## src/rtl/gs_elim_pkg.sv

```systemverilog
// Shared definitions for the GF(2) Gaussian-elimination engine:
// FSM state encoding, memory read/write encoding and a constant clog2 helper.
package gs_elim_pkg;

  typedef enum logic [2:0] {
    IDLE,
    LOAD,
    ELIM,
    STORE,
    DONE
  } state_t;

  localparam logic MEM_RD = 1'b0;
  localparam logic MEM_WR = 1'b1;

  function automatic int unsigned clog2(input int unsigned v);
    int unsigned r;
    int unsigned x;
    r = 0;
    x = 1;
    while (x < v) begin
      x = x * 2;
      r++;
    end
    return r;
  endfunction

endpackage

```

## src/rtl/gs_elim_if.sv

```systemverilog
// Control handshake and row-memory bus of the elimination engine.
// Optional macro GS_ELIM_PIVOT_OUT_EN adds the pivot-column side outputs.
interface gs_elim_if
  import gs_elim_pkg::*;
#(
  parameter int unsigned DAT_W   = 8,
  parameter int unsigned DAT_D   = 4,
  parameter int unsigned MAT_CNT = 1,
  parameter int unsigned AW      = clog2(DAT_D * MAT_CNT)
) ();

  localparam int unsigned SW  = (MAT_CNT > 1) ? clog2(MAT_CNT) : 1;
  localparam int unsigned RKW = clog2(DAT_D + 1);
  localparam int unsigned CLW = clog2(DAT_W);

  logic             start;
  logic             mode;
  logic [SW-1:0]    mat_sel;
  logic             busy;
  logic             done;
  logic [RKW-1:0]   rank;
  logic             full_rank;
  logic [DAT_W-1:0] mem_din;
  logic [DAT_W-1:0] mem_dout;
  logic [AW-1:0]    mem_addr;
  logic             mem_rw;
`ifdef GS_ELIM_PIVOT_OUT_EN
  logic             piv_valid;
  logic [CLW-1:0]   piv_col;
`endif

  modport slave (
    input  start, mode, mat_sel, mem_din,
    output busy, done, rank, full_rank, mem_dout, mem_addr, mem_rw
`ifdef GS_ELIM_PIVOT_OUT_EN
    , output piv_valid, piv_col
`endif
  );

  modport master (
    output start, mode, mat_sel, mem_din,
    input  busy, done, rank, full_rank, mem_dout, mem_addr, mem_rw
`ifdef GS_ELIM_PIVOT_OUT_EN
    , input piv_valid, piv_col
`endif
  );

endinterface

```

## src/rtl/gs_pivot_find.sv

```systemverilog
// Masked priority encoder: lowest row index p >= r whose column bit is set.
module gs_pivot_find #(
  parameter int unsigned DAT_D = 4,
  parameter int unsigned RKW   = 3,
  parameter int unsigned PW    = 2
) (
  input  logic [DAT_D-1:0] col_bits,
  input  logic [RKW-1:0]   r,
  output logic             found,
  output logic [PW-1:0]    p
);

  // Scan from the top so the lowest qualifying index wins.
  always_comb begin
    found = 1'b0;
    p     = '0;
    for (int unsigned i = DAT_D; i > 0; i--) begin
      if (col_bits[i-1] && ((i - 1) >= 32'(r))) begin
        found = 1'b1;
        p     = PW'(i - 1);
      end
    end
  end

endmodule

```

## src/rtl/gs_elim_engine.sv

```systemverilog
// GF(2) Gaussian-elimination engine: loads a DAT_D x DAT_W bit matrix from a
// shared row memory, reduces it one column per cycle (row-echelon or reduced
// row-echelon), writes it back in place and reports the rank.
// Optional macro GS_ELIM_PIVOT_OUT_EN: pivot column per stored row.
module gs_elim_engine
  import gs_elim_pkg::*;
#(
  parameter int unsigned DAT_W      = 8,
  parameter int unsigned DAT_D      = 4,
  parameter int unsigned MAT_CNT    = 1,
  parameter int unsigned READ_DELAY = 2,
  parameter int unsigned AW         = clog2(DAT_D * MAT_CNT)
) (
  input logic       clk,
  input logic       rst_b,
  gs_elim_if.slave  bus
);

  localparam int unsigned RKW      = clog2(DAT_D + 1);
  localparam int unsigned CLW      = clog2(DAT_W);
  localparam int unsigned PW       = clog2(DAT_D);
  localparam int unsigned SW       = (MAT_CNT > 1) ? clog2(MAT_CNT) : 1;
  localparam int unsigned LOAD_LEN = DAT_D + READ_DELAY;
  localparam int unsigned CW       = clog2(LOAD_LEN);

  state_t           state, next;
  logic             mode_q;
  logic [SW-1:0]    sel_q;
  logic [CW-1:0]    cnt;
  logic [CLW-1:0]   col;
  logic [RKW-1:0]   r_cnt;
  logic [PW-1:0]    r_idx;
  logic [RKW-1:0]   rank_q;
  logic             full_q;
  logic [AW-1:0]    base;
  logic [DAT_W-1:0] rows      [DAT_D];
  logic [DAT_W-1:0] elim_rows [DAT_D];
  logic [DAT_D-1:0] col_bits;
  logic             found;
  logic [PW-1:0]    piv;
  logic             last_load, last_store, elim_exit;

  assign base       = AW'(32'(sel_q) * DAT_D);
  assign r_idx      = PW'(r_cnt);
  assign last_load  = (cnt == CW'(LOAD_LEN - 1));
  assign last_store = (cnt == CW'(DAT_D - 1));
  assign elim_exit  = (col == '0) || (found && (r_cnt == RKW'(DAT_D - 1)));

  gs_pivot_find #(.DAT_D(DAT_D), .RKW(RKW), .PW(PW)) u_pivot (
    .col_bits (col_bits),
    .r        (r_cnt),
    .found    (found),
    .p        (piv)
  );

  // Column slice under the current column pointer
  always_comb begin
    col_bits = '0;
    for (int unsigned i = 0; i < DAT_D; i++) col_bits[i] = rows[i][col];
  end

  // One elimination step: swap pivot into slot r, then clear column c elsewhere
  always_comb begin
    for (int unsigned i = 0; i < DAT_D; i++) elim_rows[i] = rows[i];
    if (found) begin
      elim_rows[r_idx] = rows[piv];
      elim_rows[piv]   = rows[r_idx];
      for (int unsigned i = 0; i < DAT_D; i++) begin
        if ((i != 32'(r_idx)) && elim_rows[i][col] && (mode_q || (i > 32'(r_idx))))
          elim_rows[i] = elim_rows[i] ^ rows[piv];
      end
    end
  end

  // State register
  always_ff @(posedge clk or posedge rst_b) begin
    if (rst_b) state <= IDLE;
    else       state <= next;
  end

  // Next-state logic
  always_comb begin
    next = state;
    case (state)
      IDLE:    if (bus.start) next = LOAD;
      LOAD:    if (last_load) next = ELIM;
      ELIM:    if (elim_exit) next = STORE;
      STORE:   if (last_store) next = DONE;
      DONE:    next = IDLE;
      default: next = IDLE;
    endcase
  end

  // Datapath: request latching, counters, row buffer, rank result
  always_ff @(posedge clk or posedge rst_b) begin
    if (rst_b) begin
      mode_q <= 1'b0;
      sel_q  <= '0;
      cnt    <= '0;
      col    <= '0;
      r_cnt  <= '0;
      rank_q <= '0;
      full_q <= 1'b0;
      for (int unsigned i = 0; i < DAT_D; i++) rows[i] <= '0;
    end else begin
      case (state)
        IDLE: if (bus.start) begin
          mode_q <= bus.mode;
          sel_q  <= bus.mat_sel;
          cnt    <= '0;
          col    <= CLW'(DAT_W - 1);
          r_cnt  <= '0;
        end
        LOAD: begin
          if (cnt >= CW'(READ_DELAY)) rows[PW'(cnt - CW'(READ_DELAY))] <= bus.mem_din;
          cnt <= last_load ? '0 : cnt + 1'b1;
        end
        ELIM: begin
          for (int unsigned i = 0; i < DAT_D; i++) rows[i] <= elim_rows[i];
          if (found) r_cnt <= r_cnt + 1'b1;
          col <= col - 1'b1;
        end
        STORE: begin
          cnt <= last_store ? '0 : cnt + 1'b1;
          if (last_store) begin
            rank_q <= r_cnt;
            full_q <= (r_cnt == RKW'(DAT_D));
          end
        end
        default: ;
      endcase
    end
  end

  // Outputs decoded from state and counters
  always_comb begin
    bus.busy     = (state != IDLE);
    bus.done     = (state == DONE);
    bus.mem_rw   = MEM_RD;
    bus.mem_addr = '0;
    bus.mem_dout = '0;
    case (state)
      LOAD: begin
        if (cnt < CW'(DAT_D)) bus.mem_addr = base + AW'(cnt);
        else                  bus.mem_addr = base + AW'(DAT_D - 1);
      end
      ELIM, DONE: bus.mem_addr = base;
      STORE: begin
        bus.mem_rw   = MEM_WR;
        bus.mem_addr = base + AW'(cnt);
        bus.mem_dout = rows[PW'(cnt)];
      end
      default: ;
    endcase
  end

  assign bus.rank      = rank_q;
  assign bus.full_rank = full_q;

`ifdef GS_ELIM_PIVOT_OUT_EN
  logic [CLW-1:0] piv_cols [DAT_D];

  // Pivot column recorded per rank slot as each pivot is taken
  always_ff @(posedge clk or posedge rst_b) begin
    if (rst_b) begin
      for (int unsigned i = 0; i < DAT_D; i++) piv_cols[i] <= '0;
    end else if ((state == ELIM) && found) begin
      piv_cols[r_idx] <= col;
    end
  end

  // Pivot report aligned with each STORE write of a ranked row
  always_comb begin
    bus.piv_valid = (state == STORE) && (32'(cnt) < 32'(r_cnt));
    bus.piv_col   = bus.piv_valid ? piv_cols[PW'(cnt)] : '0;
  end
`endif

endmodule

```

## src/flat_wrapper.sv

```systemverilog
// flat-port wrapper written by rule: the top's interface ports become plain ports
module gs_elim_engine_flat import gs_elim_pkg::*;
#(
  parameter int unsigned DAT_W      = 8,
  parameter int unsigned DAT_D      = 4,
  parameter int unsigned MAT_CNT    = 1,
  parameter int unsigned READ_DELAY = 2,
  parameter int unsigned AW         = clog2(DAT_D * MAT_CNT)
)
  (clk, rst_b, bus_start, bus_mode, bus_mat_sel, bus_mem_din, bus_busy, bus_done, bus_rank, bus_full_rank, bus_mem_dout, bus_mem_addr, bus_mem_rw);
  gs_elim_if #(.DAT_W(DAT_W), .DAT_D(DAT_D), .MAT_CNT(MAT_CNT), .AW(AW)) bus_i ();
  input logic clk;
  input logic rst_b;
  input wire logic [$bits(bus_i.start)-1:0] bus_start;
  input wire logic [$bits(bus_i.mode)-1:0] bus_mode;
  input wire logic [$bits(bus_i.mat_sel)-1:0] bus_mat_sel;
  input wire logic [$bits(bus_i.mem_din)-1:0] bus_mem_din;
  output wire logic [$bits(bus_i.busy)-1:0] bus_busy;
  output wire logic [$bits(bus_i.done)-1:0] bus_done;
  output wire logic [$bits(bus_i.rank)-1:0] bus_rank;
  output wire logic [$bits(bus_i.full_rank)-1:0] bus_full_rank;
  output wire logic [$bits(bus_i.mem_dout)-1:0] bus_mem_dout;
  output wire logic [$bits(bus_i.mem_addr)-1:0] bus_mem_addr;
  output wire logic [$bits(bus_i.mem_rw)-1:0] bus_mem_rw;
  assign bus_i.start = bus_start;
  assign bus_i.mode = bus_mode;
  assign bus_i.mat_sel = bus_mat_sel;
  assign bus_i.mem_din = bus_mem_din;
  assign bus_busy = bus_i.busy;
  assign bus_done = bus_i.done;
  assign bus_rank = bus_i.rank;
  assign bus_full_rank = bus_i.full_rank;
  assign bus_mem_dout = bus_i.mem_dout;
  assign bus_mem_addr = bus_i.mem_addr;
  assign bus_mem_rw = bus_i.mem_rw;
  gs_elim_engine #(.DAT_W(DAT_W), .DAT_D(DAT_D), .MAT_CNT(MAT_CNT), .READ_DELAY(READ_DELAY), .AW(AW)) u_core (.clk(clk), .rst_b(rst_b), .bus(bus_i));
endmodule
```

## config.mk

```make
export PLATFORM = sky130hd
export DESIGN_NAME = gs_elim_engine_flat
export DESIGN_NICKNAME = d
export VERILOG_FILES = /design/src/rtl/gs_elim_pkg.sv /design/src/rtl/gs_elim_if.sv /design/src/rtl/gs_pivot_find.sv /design/src/rtl/gs_elim_engine.sv /design/src/flat_wrapper.sv
export SDC_FILE = /design/constraint.sdc
export NUM_CORES = 1
export LEC_CHECK = 0
export ABC_AREA = 1
export BUFFER_PORTS_ARGS = -buffer_cell sky130_fd_sc_hd__buf_2
export CAP_MARGIN = 10
export CORE_UTILIZATION = 44
export CTS_BUF_LIST = sky130_fd_sc_hd__clkbuf_8
export CTS_CLUSTER_DIAMETER = 200
export DETAILED_ROUTE_END_ITERATION = 8
export PLACE_DENSITY = 0.67
export SLEW_MARGIN = 20
export SYNTH_ARGS = -nofsm -noshare
export SYNTH_HDL_FRONTEND = slang
export SYNTH_SLANG_ARGS = --single-unit
```

## constraint.sdc

```tcl
create_clock -name clk -period 5.2 [get_ports clk]
set_input_delay 1.04 -clock clk [delete_from_list [all_inputs] [get_ports clk]]
set_output_delay 1.04 -clock clk [all_outputs]
set_load 0.01 [all_outputs]
```

==> run_results.csv, run 1 <==
group,metric,value,unit
timing,hold_viol_final,0,
route,drc,0,
floorplanning,chipWidth,121.5,um
critical_path,ff2ff_path_depth,21,
timing,finalMaxSlewViolations,0,
timing,fin_crit,4.149,ns
yosys,synth_simple_gate_area_share,47.39,%
critical_path,r2r_slack,1.05,ns
clock_network,cts.htree.levels,2,
floorplanning,ios,30,
timing,setup_viol,0,
run_status,status,"finished clean",
yosys,syn-cell-area,6279,um2
critical_path,path_cells,"inv_2 > ha_1 > inv_2 > o22ai_1 > nand3_4 > nand2_8 > nor2_8 > nand2_1 > nand2_1 > inv_1 > nand3_1 > nand3_1 > nand3_1 > nand3_2 > nand2_2 > nand2_4 > nand3_4 > nand2_1 > nand2_1 > nand2_1 > a21oi_2",
route,wire_per_inst,20.34,um
floorplanning,dieArea,14750,um2
yosys,ys_async_sr_fraction,100.0,%
yosys,synth_top_family_by_area,"simple AND/OR/NAND/NOR gates",
route,firstDrtPassIters,6,
layout,diodes,0,
route,num_vias,6882,
yosys,synth.distinct_cells,45,
route,antenna_left,0,
clock_network,cts_sinks,49,
layout,layout_commonest_cell,"nand2_1",
yosys,synth_xor_xnor_area_share,4.603,%
yosys,synth_cells,1018,
clock_network,clockBufferDepth,2,
timing,max_slew_margin,29.21,%
clock_network,cts_buffers,5,
critical_path,cp-end-kind,"register",
global_routing,antenna_found_initial,0,
critical_path,cpMostUsedCell,"nand2_1",
clock_network,clock_latency,0.33,ns
critical_path,cpPeakStageDelay,0.60,ns
yosys,synth_seq_area_share,19.53,%
critical_path,r2r-start,"u_core.r_cnt[1]$_DFFE_PP0P_",
clock_network,post_cts_buffers,0,
timing,tns,0,ns
timing,max_freq,241.0,MHz
yosys,yosys_warnings,0,
placement,hpwl,18.27,mm
clock_network,root_buffer,"clkbuf_8",
layout,drive_above_1_share,14.59,%
yosys,synthAdderAreaFrac,2.591,%
global_routing,grt_overflow,0,
timing,period_share,79.79,%
floorplanning,start_util,45.23,%
layout,fin_nets,1053,
floorplanning,die_y,121.5,um
clock_network,cts_hold_buf,0,
clock_network,clk_pin_slew,0.11,ns
critical_path,critical_path_arrival,4.36,ns
route,via_per_inst,5.697,
clock_network,cts_tree,"yes",
global_routing,grt_pass1_vias,6233,
yosys,avgSynthCellArea,6.168,um2
flow_run,max_cap_viol_count,0,
global_routing,grt_usage,34.36,%
critical_path,worstSetupEndpoint,"u_core.rows[1]$_DFFE_PP0P_",
yosys,ys.flop_type,"dfrtp_1",
critical_path,slowest_stage,"dfrtp_1",
layout,final_cell_mix,"355 x nand2_1, 122 x nand3_1, 107 x inv_1",
layout,syn_to_final_growth,5.440,%
timing,grt_setup_unrepaired,"no",
global_routing,grt_start_max_net_pins,50,
floorplanning,core,13880,um2
critical_path,crit_path_max_fanout,17,
critical_path,startpoint,"u_core.r_cnt[1]$_DFFE_PP0P_",
layout,final_util,47.69,%
yosys,synth_compound_area_share,13.97,%
route,wirelength,24.57,mm
yosys,muxShareOfSynthArea,0,%
hold_path,hp-class,"reg -> reg",
critical_path,required,5.41,ns
clock_network,cts_resized,0,
yosys,yosys_register_bits,49,
floorplanning,rows,43,
placement,finalWeightedCongestion,1.002,
placement,io_buffers,28,
global_routing,grt_pass1_wl,37.27,mm
timing,worst_slew_pin_slew,1.062,ns
critical_path,cp-start-kind,"register",
layout,fillers,1519,
critical_path,r2r_end,"u_core.rows[1]$_DFFE_PP0P_",
timing,skew,0.01388,ns
route,drt_iter0_drc,872,
critical_path,worstSetupPathType,"reg -> reg",
yosys,synth_edf_count,0,
yosys,synth_nets,1044,
[logic make-up (layout without fill, tap and decap cells)]
kind of cell,after synthesis,in the layout
buffers and inverters,167,177
flip-flops,49,49
XOR/XNOR,33,33
AND/OR/NAND/NOR,622,622
adder cells (fa/ha/maj),13,13
AO/OA/AOI/OAI,134,134
[layout make-up]
| class | instances | area, um2 | area share (%) |
|---|---|---|---|
| clock buffer | 5 | 68.82 | 1.040 |
| clock inverter | 3 | 47.55 | 0.7182 |
| inverter | 125 | 476.7 | 7.201 |
| multi-input combinational | 802 | 4315 | 65.19 |
| sequential | 49 | 1226 | 18.52 |
| tap | 180 | 225.2 | 3.402 |
| timing repair buffer | 44 | 260.3 | 3.931 |
[sequential cells by signal (all words and copies together) (netlist names)]
| name | cells |
|---|---|
| u_core.bus.full_rank | 1 |
| u_core.bus.rank | 3 |
| u_core.cnt | 3 |
| u_core.col | 3 |
| u_core.mode_q | 1 |
| u_core.r_cnt | 3 |
| u_core.rows | 32 |
| u_core.state | 3 |
[through the flow]
stage	hold slack, ns	std cells	worst slack [ns]	area [um2]
after floorplan	0.5074	1018	1.943	6279
after detailed placement	0.4580	1200	1.197	6500
after global routing	0.5286	1208	0.8031	6620
after CTS	0.4849	1208	1.145	6616
final	0.4792	1208	1.051	6620
after global placement	0.4502	1200	1.143	6500
[per-layer routing]
metal | global-route usage [%] | share of wire [%] | vias to the layer above
met5 | 0 | 0 | -
met3 | 5.404 | 8.8 | 70
met4 | 16.51 | 4.8 | 0
met1 | 47.60 | 43 | 3153
li1 | - | - | 3312
met2 | 51.60 | 43 | 347
[synth_stat cells, types with 3 or more instances]
cell type  number  area (um2)
a21oi_2         7       61.31
clkinv_1        3       11.26
nand2_1       355        1333
nand2_2        11       68.82
buf_4           7       52.55
o21ai_1         5       25.02
ha_1           13       162.7
nand2_4        11       123.9
nand3_2        21       210.2
a21boi_1        6       45.04
nand3_1       122       610.6
nor2_1         50       187.7
o21ai_0        30       150.1
nand3_4         6       105.1
nand4_1        36       225.2
inv_1         108       405.4
a21oi_1        51       255.2
dfrtp_1        49        1226
buf_2          10       50.05
a21boi_2       18       202.7
xor2_1         23       201.4
inv_2          12       45.04
buf_6           7       78.83
a22oi_1         7       52.55
xnor2_1        10       87.58
clkbuf_1       15       56.30
[how the worst min path moves through the flow]
stage	startpoint	slack, ns	depth (start not counted)	end
after floorplan	u_core.r_cnt[2]$_DFFE_PP0P_	0.51	2	u_core.bus.rank[2]$_DFFE_PP0P_
after global placement	u_core.bus.rank[2]$_DFFE_PP0P_	0.45	2	u_core.bus.rank[2]$_DFFE_PP0P_
after detailed placement	u_core.bus.rank[2]$_DFFE_PP0P_	0.46	2	u_core.bus.rank[2]$_DFFE_PP0P_
after CTS	u_core.bus.rank[2]$_DFFE_PP0P_	0.48	2	u_core.bus.rank[2]$_DFFE_PP0P_
after global routing	u_core.bus.rank[2]$_DFFE_PP0P_	0.53	2	u_core.bus.rank[2]$_DFFE_PP0P_
final	u_core.bus.rank[2]$_DFFE_PP0P_	0.48	2	u_core.bus.rank[2]$_DFFE_PP0P_
[critical path, delay by kind of cell, from the launching register on]
family,cells,cell delay [ns]
compound gates,2,0.46
fa+ha+maj,1,0.54
buf+inv,3,0.66
flops,1,0.60
simple gates,15,1.76
Power of run 1 is not shown: default switching activity piles up to over one toggle a cycle in this logic, so the estimate is an artifact.
==> run 2, diff against run 1 <==
Settings changed: ABC_AREA 1 to 0.
Clock period 5.2 ns to 4.3 ns, I/O delays scaled along.
==> run 2 against run 1 <==
Effect of this change: flip-flop and latch count unchanged; register-to-register slack worse by 0.90 ns; worst hold slack better by 0.016 ns; sequential share of layout area down 1.3 points; critical endpoint is now u_core.rows[9]$_DFFE_PP0P_; highest routed layer unchanged.
==> run_results.csv, run 2 <==
group,metric,value,unit
run_status,status,"finished clean",
hold_path,hold_path_depth,2,
layout,layout_commonest_cell,"buf_4",
yosys,synth_top_cell_area_share,20.21,%
critical_path,r2r_end,"u_core.rows[9]$_DFFE_PP0P_",
route,via_per_inst,6.848,
layout,multiInputGateArea,4459,um2
timing,max_slew_margin,46.30,%
critical_path,crit_path_max_fanout,13,
clock_network,cts_buffers,5,
clock_network,cts_sinks,49,
timing,max_freq,240.9,MHz
yosys,avgSynthCellArea,8.056,um2
global_routing,grt_pass1_wl,39.11,mm
timing,worst_slew_pin_slew,0.8054,ns
critical_path,required,4.60,ns
timing,hold_viol_final,0,
hold_path,hold_start,"u_core.bus.full_rank$_DFFE_PP0P_",
route,wirelength,25.96,mm
critical_path,cp-start-kind,"register",
clock_network,root_buffer,"clkbuf_8",
yosys,ys_top_cells_by_area,"dfrtp_1 20%, mux4_2 7.8%, nor2_1 5.9%",
global_routing,grt_usage,36.74,%
route,drt_iter0_drc,989,
route,wire_per_inst,25.43,um
yosys,synth_seq_area_share,20.21,%
layout,largest_reg_flops,32,
global_routing,grt_start_max_net_pins,50,
clock_network,clk_pin_slew,0.12,ns
yosys,syn-cell-area,6066,um2
placement,finalWeightedCongestion,1.038,
floorplanning,die_y,119.4,um
yosys,yosysMostFrequentCell,"nor2_1",
floorplanning,start_util,45.44,%
route,firstDrtPassIters,8,
critical_path,r2r-start,"u_core.r_cnt[0]$_DFFE_PP0P_",
floorplanning,rows,42,
layout,final_area,7133,um2
yosys,synth.distinct_cells,89,
yosys,yosys_warnings,0,
floorplanning,chipWidth,119.4,um
critical_path,ff2ff_path_depth,16,
route,drc,0,
floorplanning,dieArea,14260,um2
critical_path,worstSetupPathType,"reg -> reg",
yosys,yosys_register_bits,49,
layout,diodes,0,
hold_path,hp-class,"reg -> reg",
timing,finalMaxSlewViolations,0,
yosys,synth_nets,779,
placement,io_buffers,28,
yosys,ys_async_sr_fraction,100.0,%
clock_network,clock_latency,0.36,ns
layout,regMostFlops,"u_core.rows",
yosys,synth_xor_xnor_area_share,2.021,%
layout,drive_above_1_share,25.21,%
yosys,synth_compound_area_share,32.69,%
layout,final_util,53.44,%
yosys,synth_top_area_cell,"dfrtp_1",
clock_network,cts_hold_buf,0,
timing,fin_crit,4.150,ns
route,num_vias,6992,
route,antenna_left,0,
yosys,synthAdderAreaFrac,2.682,%
critical_path,r2r_slack,0.15,ns
timing,setup_viol,0,
timing,skew,0.01253,ns
critical_path,cp-end-kind,"register",
critical_path,critical_path_arrival,4.46,ns
layout,register_area,1226,um2
yosys,ys.flop_type,"dfrtp_1",
timing,period_share,96.52,%
clock_network,cts.htree.levels,2,
layout,fin_nets,870,
hold_path,holdPathEnd,"u_core.bus.full_rank$_DFFE_PP0P_",
placement,placed_area,7000,um2
floorplanning,ios,30,
global_routing,grt_pass1_vias,6445,
yosys,synth_edf_count,0,
global_routing,grt_overflow,0,
clock_network,cts_tree,"yes",
global_routing,antenna_found_initial,0,
flow_run,max_cap_viol_count,0,
yosys,synth_simple_gate_area_share,23.49,%
floorplanning,core,13350,um2
layout,syn_to_final_growth,17.59,%
layout,fillers,1276,
yosys,yosys-top-cells-count,"95 x nor2_1, 66 x nand2_1, 54 x a21oi_1",
yosys,synth_top_family_by_area,"compound AO/OA/AOI/OAI gates",
yosys,synth_cells,753,
layout,final_cell_mix,"106 x buf_4, 93 x nor2_1, 66 x nand2_1",
yosys,muxShareOfSynthArea,12.38,%
placement,hpwl,20.05,mm
clock_network,clockBufferDepth,2,
==> run 2: cell types whose count changed after synthesis, sizes merged, moves of 23 or more <==
cell    before  now
nor2        54   95
nand4       36    5
inv        122   29
nand2      378   67
a21boi      24    1
nand3      149   16
==> run 2: stage by stage <==
| step | TNS (ns) | std cells | hold WS (ns) | setup slack (ns) |
|---|---|---|---|---|
| finish | 0 | 1021 | 0.4953 | 0.1497 |
| global route | -0.002090 | 1021 | 0.5138 | -0.002090 |
| CTS | 0 | 1019 | 0.4980 | 0.1519 |
| detailed placement | 0 | 1011 | 0.4731 | 0.1888 |
| global placement | 0 | 1011 | 0.4573 | 0.1350 |
| floorplan | 0 | 753 | 0.5162 | 0.2050 |
==> run 2: metal layers <==
layer	vias up	global-route usage, %	wire [um]
met5	-	0	0
met4	0	11.56	773
met3	63	6.657	2920
met2	485	57.63	11550
met1	3390	51.01	10710
li1	3054	-	-
==> run 2: area by class of cell <==
type | count | area share (%)
clock buffers | 5 | 0.9647
repair buffers | 138 | 14.24
clock inverters | 3 | 0.4736
inverters | 29 | 1.526
flip-flops and latches | 49 | 17.19
multi-input cells | 621 | 62.52
well taps | 176 | 3.087
==> run 2: worst max-delay path by stage <==
stage	from	end	slack, ns	cells past startpoint
6_report	u_core.r_cnt[0]$_DFFE_PP0P_	u_core.rows[9]$_DFFE_PP0P_	0.15	16
5_1_grt	u_core.r_cnt[0]$_DFFE_PP0P_	u_core.rows[22]$_DFFE_PP0P_	-0.002	16
4_1_cts	u_core.col[0]$_DFFE_PP0P_	u_core.rows[23]$_DFFE_PP0P_	0.15	15
3_5_place_dp	u_core.col[0]$_DFFE_PP0P_	u_core.rows[23]$_DFFE_PP0P_	0.19	15
3_3_place_gp	u_core.r_cnt[0]$_DFFE_PP0P_	u_core.rows[18]$_DFFE_PP0P_	0.13	16
2_1_floorplan	u_core.r_cnt[1]$_DFFE_PP0P_	u_core.rows[18]$_DFFE_PP0P_	0.21	18
==> run 2: logic make-up (layout without fill, tap and decap cells) <==
logic type | Yosys count | after routing
buf+inv | 83 | 175
xor+xnor | 14 | 14
mux | 48 | 48
flops | 49 | 49
simple gates | 286 | 286
compound gates | 260 | 260
fa+ha+maj | 13 | 13
==> run 2: what timing repair did <==
action                                  4_1_cts  5_1_grt
setup buffers                                 0        2
endpoints found under the setup margin        0       13
endpoints found under the hold margin         0        0
resized for setup                             0        4
==> run 2: worst max-delay path, stage by stage (launching register included) <==
cell and delay, ns:
dfrtp_1 0.40, inv_1 0.14, ha_1 0.19, and3b_1 0.23, a311oi_4 0.37, nand3_1 0.29, a31oi_4 0.37, buf_12 0.19
a2bb2oi_2 0.29, a31oi_1 0.12, o21ai_0 0.36, buf_4 0.19, o221ai_2 0.09, buf_4 0.18, or3_1 0.34, a31oi_1 0.21
o31a_1 0.15
Power of run 2 is left out for the same reason.
==> run 3, diff against run 2 <==
Settings changed: CORE_UTILIZATION 44 to 45, PLACE_DENSITY 0.67 to 0.69, SETUP_SLACK_MARGIN set to 0.2, SKIP_CTS_REPAIR_TIMING set to 1.
==> run 3 against run 2 <==
Effect of this change: cell count grew 1.4%; critical path depth down 2; worst setup slack better by 0.092 ns; register-to-register slack improved by 0.09 ns; maximum frequency rose by 2.3%; via count increased by 1.5%; sequential share of layout area fell by 0.61 points; global-route usage up 1.1 points; worst hold slack got worse by 0.0066 ns; critical path type unchanged; critical endpoint is now u_core.rows[18]$_DFFE_PP0P_.
==> run_results.csv, run 3 (same netlist as run 2, synthesis figures left out) <==
group,metric,value,unit
run_status,status,"finished clean",
layout,final_cell_mix,"116 x buf_4, 93 x nor2_1, 66 x nand2_1",
critical_path,ff2ff_path_depth,14,
route,firstDrtPassIters,6,
timing,max_slew_margin,42.34,%
hold_path,holdPathEnd,"u_core.bus.full_rank$_DFFE_PP0P_",
placement,placed_cells_incl_taps,1006,
floorplanning,core,13190,um2
clock_network,clock_latency,0.37,ns
timing,tns,0,ns
timing,period_share,94.39,%
flow_run,max_cap_viol_count,0,
clock_network,root_buffer,"clkbuf_8",
placement,hpwl,20.31,mm
placement,io_buffers,28,
route,wirelength,27.05,mm
layout,layout_commonest_cell,"buf_4",
timing,worst_slew_pin_slew,0.8631,ns
critical_path,r2r_slack,0.24,ns
critical_path,worstSetupPathType,"reg -> reg",
global_routing,grt_pass1_vias,6526,
clock_network,clk_pin_slew,0.13,ns
route,drt_iter0_drc,1048,
timing,finalMaxSlewViolations,0,
critical_path,r2r_end,"u_core.rows[18]$_DFFE_PP0P_",
clock_network,cts_sinks,49,
critical_path,critical_path_arrival,4.34,ns
placement,finalWeightedCongestion,1.009,
global_routing,grt_usage,37.80,%
global_routing,grt_start_max_net_pins,28,
hold_path,hold_start,"u_core.bus.full_rank$_DFFE_PP0P_",
clock_network,cts_tree,"yes",
route,wire_per_inst,26.14,um
critical_path,crit_path_max_fanout,6,
layout,drive_above_1_share,29.34,%
hold_path,hp-class,"reg -> reg",
floorplanning,rows,42,
critical_path,cp-start-kind,"register",
clock_network,cts.htree.levels,2,
layout,syn_to_final_growth,22.30,%
clock_network,cts_buffers,5,
route,via_per_inst,6.854,
timing,skew,0.02083,ns
timing,max_freq,246.4,MHz
timing,setup_viol,0,
layout,fin_nets,884,
route,drc,0,
layout,fin_cells,1035,
layout,largest_reg_flops,32,
floorplanning,start_util,45.99,%
floorplanning,ios,30,
layout,final_util,56.24,%
route,num_vias,7094,
global_routing,antenna_found_initial,0,
floorplanning,die_y,118.1,um
floorplanning,chipWidth,118.1,um
floorplanning,dieArea,13950,um2
clock_network,clockBufferDepth,2,
route,antenna_left,0,
layout,diodes,0,
critical_path,required,4.58,ns
global_routing,grt_pass1_wl,39.45,mm
hold_path,hold_path_depth,2,
global_routing,grt_overflow,0,
critical_path,cp-end-kind,"register",
timing,fin_crit,4.059,ns
layout,regMostFlops,"u_core.rows",
critical_path,r2r-start,"u_core.col[0]$_DFFE_PP0P_",
timing,grt_setup_unrepaired,"yes",
timing,hold_viol_final,0,
==> run 3: worst max-delay path by stage <==
stage | slack, ns | cells after the start | from | endpoint
5_1_grt | 0.17 | 15 | u_core.col[0]$_DFFE_PP0P_ | u_core.rows[21]$_DFFE_PP0P_
3_3_place_gp | -0.13 | 15 | u_core.col[1]$_DFFE_PP0P_ | u_core.rows[23]$_DFFE_PP0P_
2_1_floorplan | 0.21 | 18 | u_core.r_cnt[1]$_DFFE_PP0P_ | u_core.rows[18]$_DFFE_PP0P_
4_1_cts | -0.19 | 15 | u_core.col[1]$_DFFE_PP0P_ | u_core.rows[23]$_DFFE_PP0P_
6_report | 0.24 | 14 | u_core.col[0]$_DFFE_PP0P_ | u_core.rows[18]$_DFFE_PP0P_
3_5_place_dp | -0.14 | 15 | u_core.col[1]$_DFFE_PP0P_ | u_core.rows[23]$_DFFE_PP0P_
==> run 3: area by class of cell <==
| cell class | count | area [um2] |
|---|---|---|
| inverters | 29 | 108.9 |
| repair buffers | 151 | 1106 |
| flip-flops and latches | 49 | 1230 |
| fillers | 1232 | 5772 |
| clock buffers | 5 | 68.82 |
| clock inverters | 3 | 33.78 |
| well taps | 176 | 220.2 |
| multi-input cells | 622 | 4651 |
==> run 3: stage by stage <==
step / setup slack [ns] / area, um2 / hold WS [ns]
2_1_floorplan: 0.2050 / 6067 / 0.5162
3_3_place_gp: -0.1260 / 6925 / 0.4584
3_5_place_dp: -0.1396 / 6925 / 0.4675
4_1_cts: -0.1899 / 7028 / 0.4931
5_1_grt: 0.1694 / 7418 / 0.5139
6_report: 0.2414 / 7418 / 0.4888
==> run 3: critical path, cell delays in order (launching register included) <==
cell	delay (ns)
dfrtp_2	0.53
buf_12	0.18
mux2i_1	0.13
a221o_1	0.40
or2_4	0.31
buf_6	0.15
o311ai_4	0.36
o2bb2ai_4	0.15
a31oi_1	0.09
or4_4	0.58
a211oi_4	0.33
buf_4	0.19
nor4_1	0.04
or4_1	0.42
o21ai_1	0.10
==> run 3: metal layers <==
layer / vias up / global-route usage [%] / wire, um
li1: 3083 / - / -
met1: 3463 / 53.04 / 10990
met2: 472 / 59.15 / 12190
met3: 76 / 6.202 / 3057
met4: 0 / 11.78 / 817
met5: - / 0 / 0
Power of run 3 is left out for the same reason.
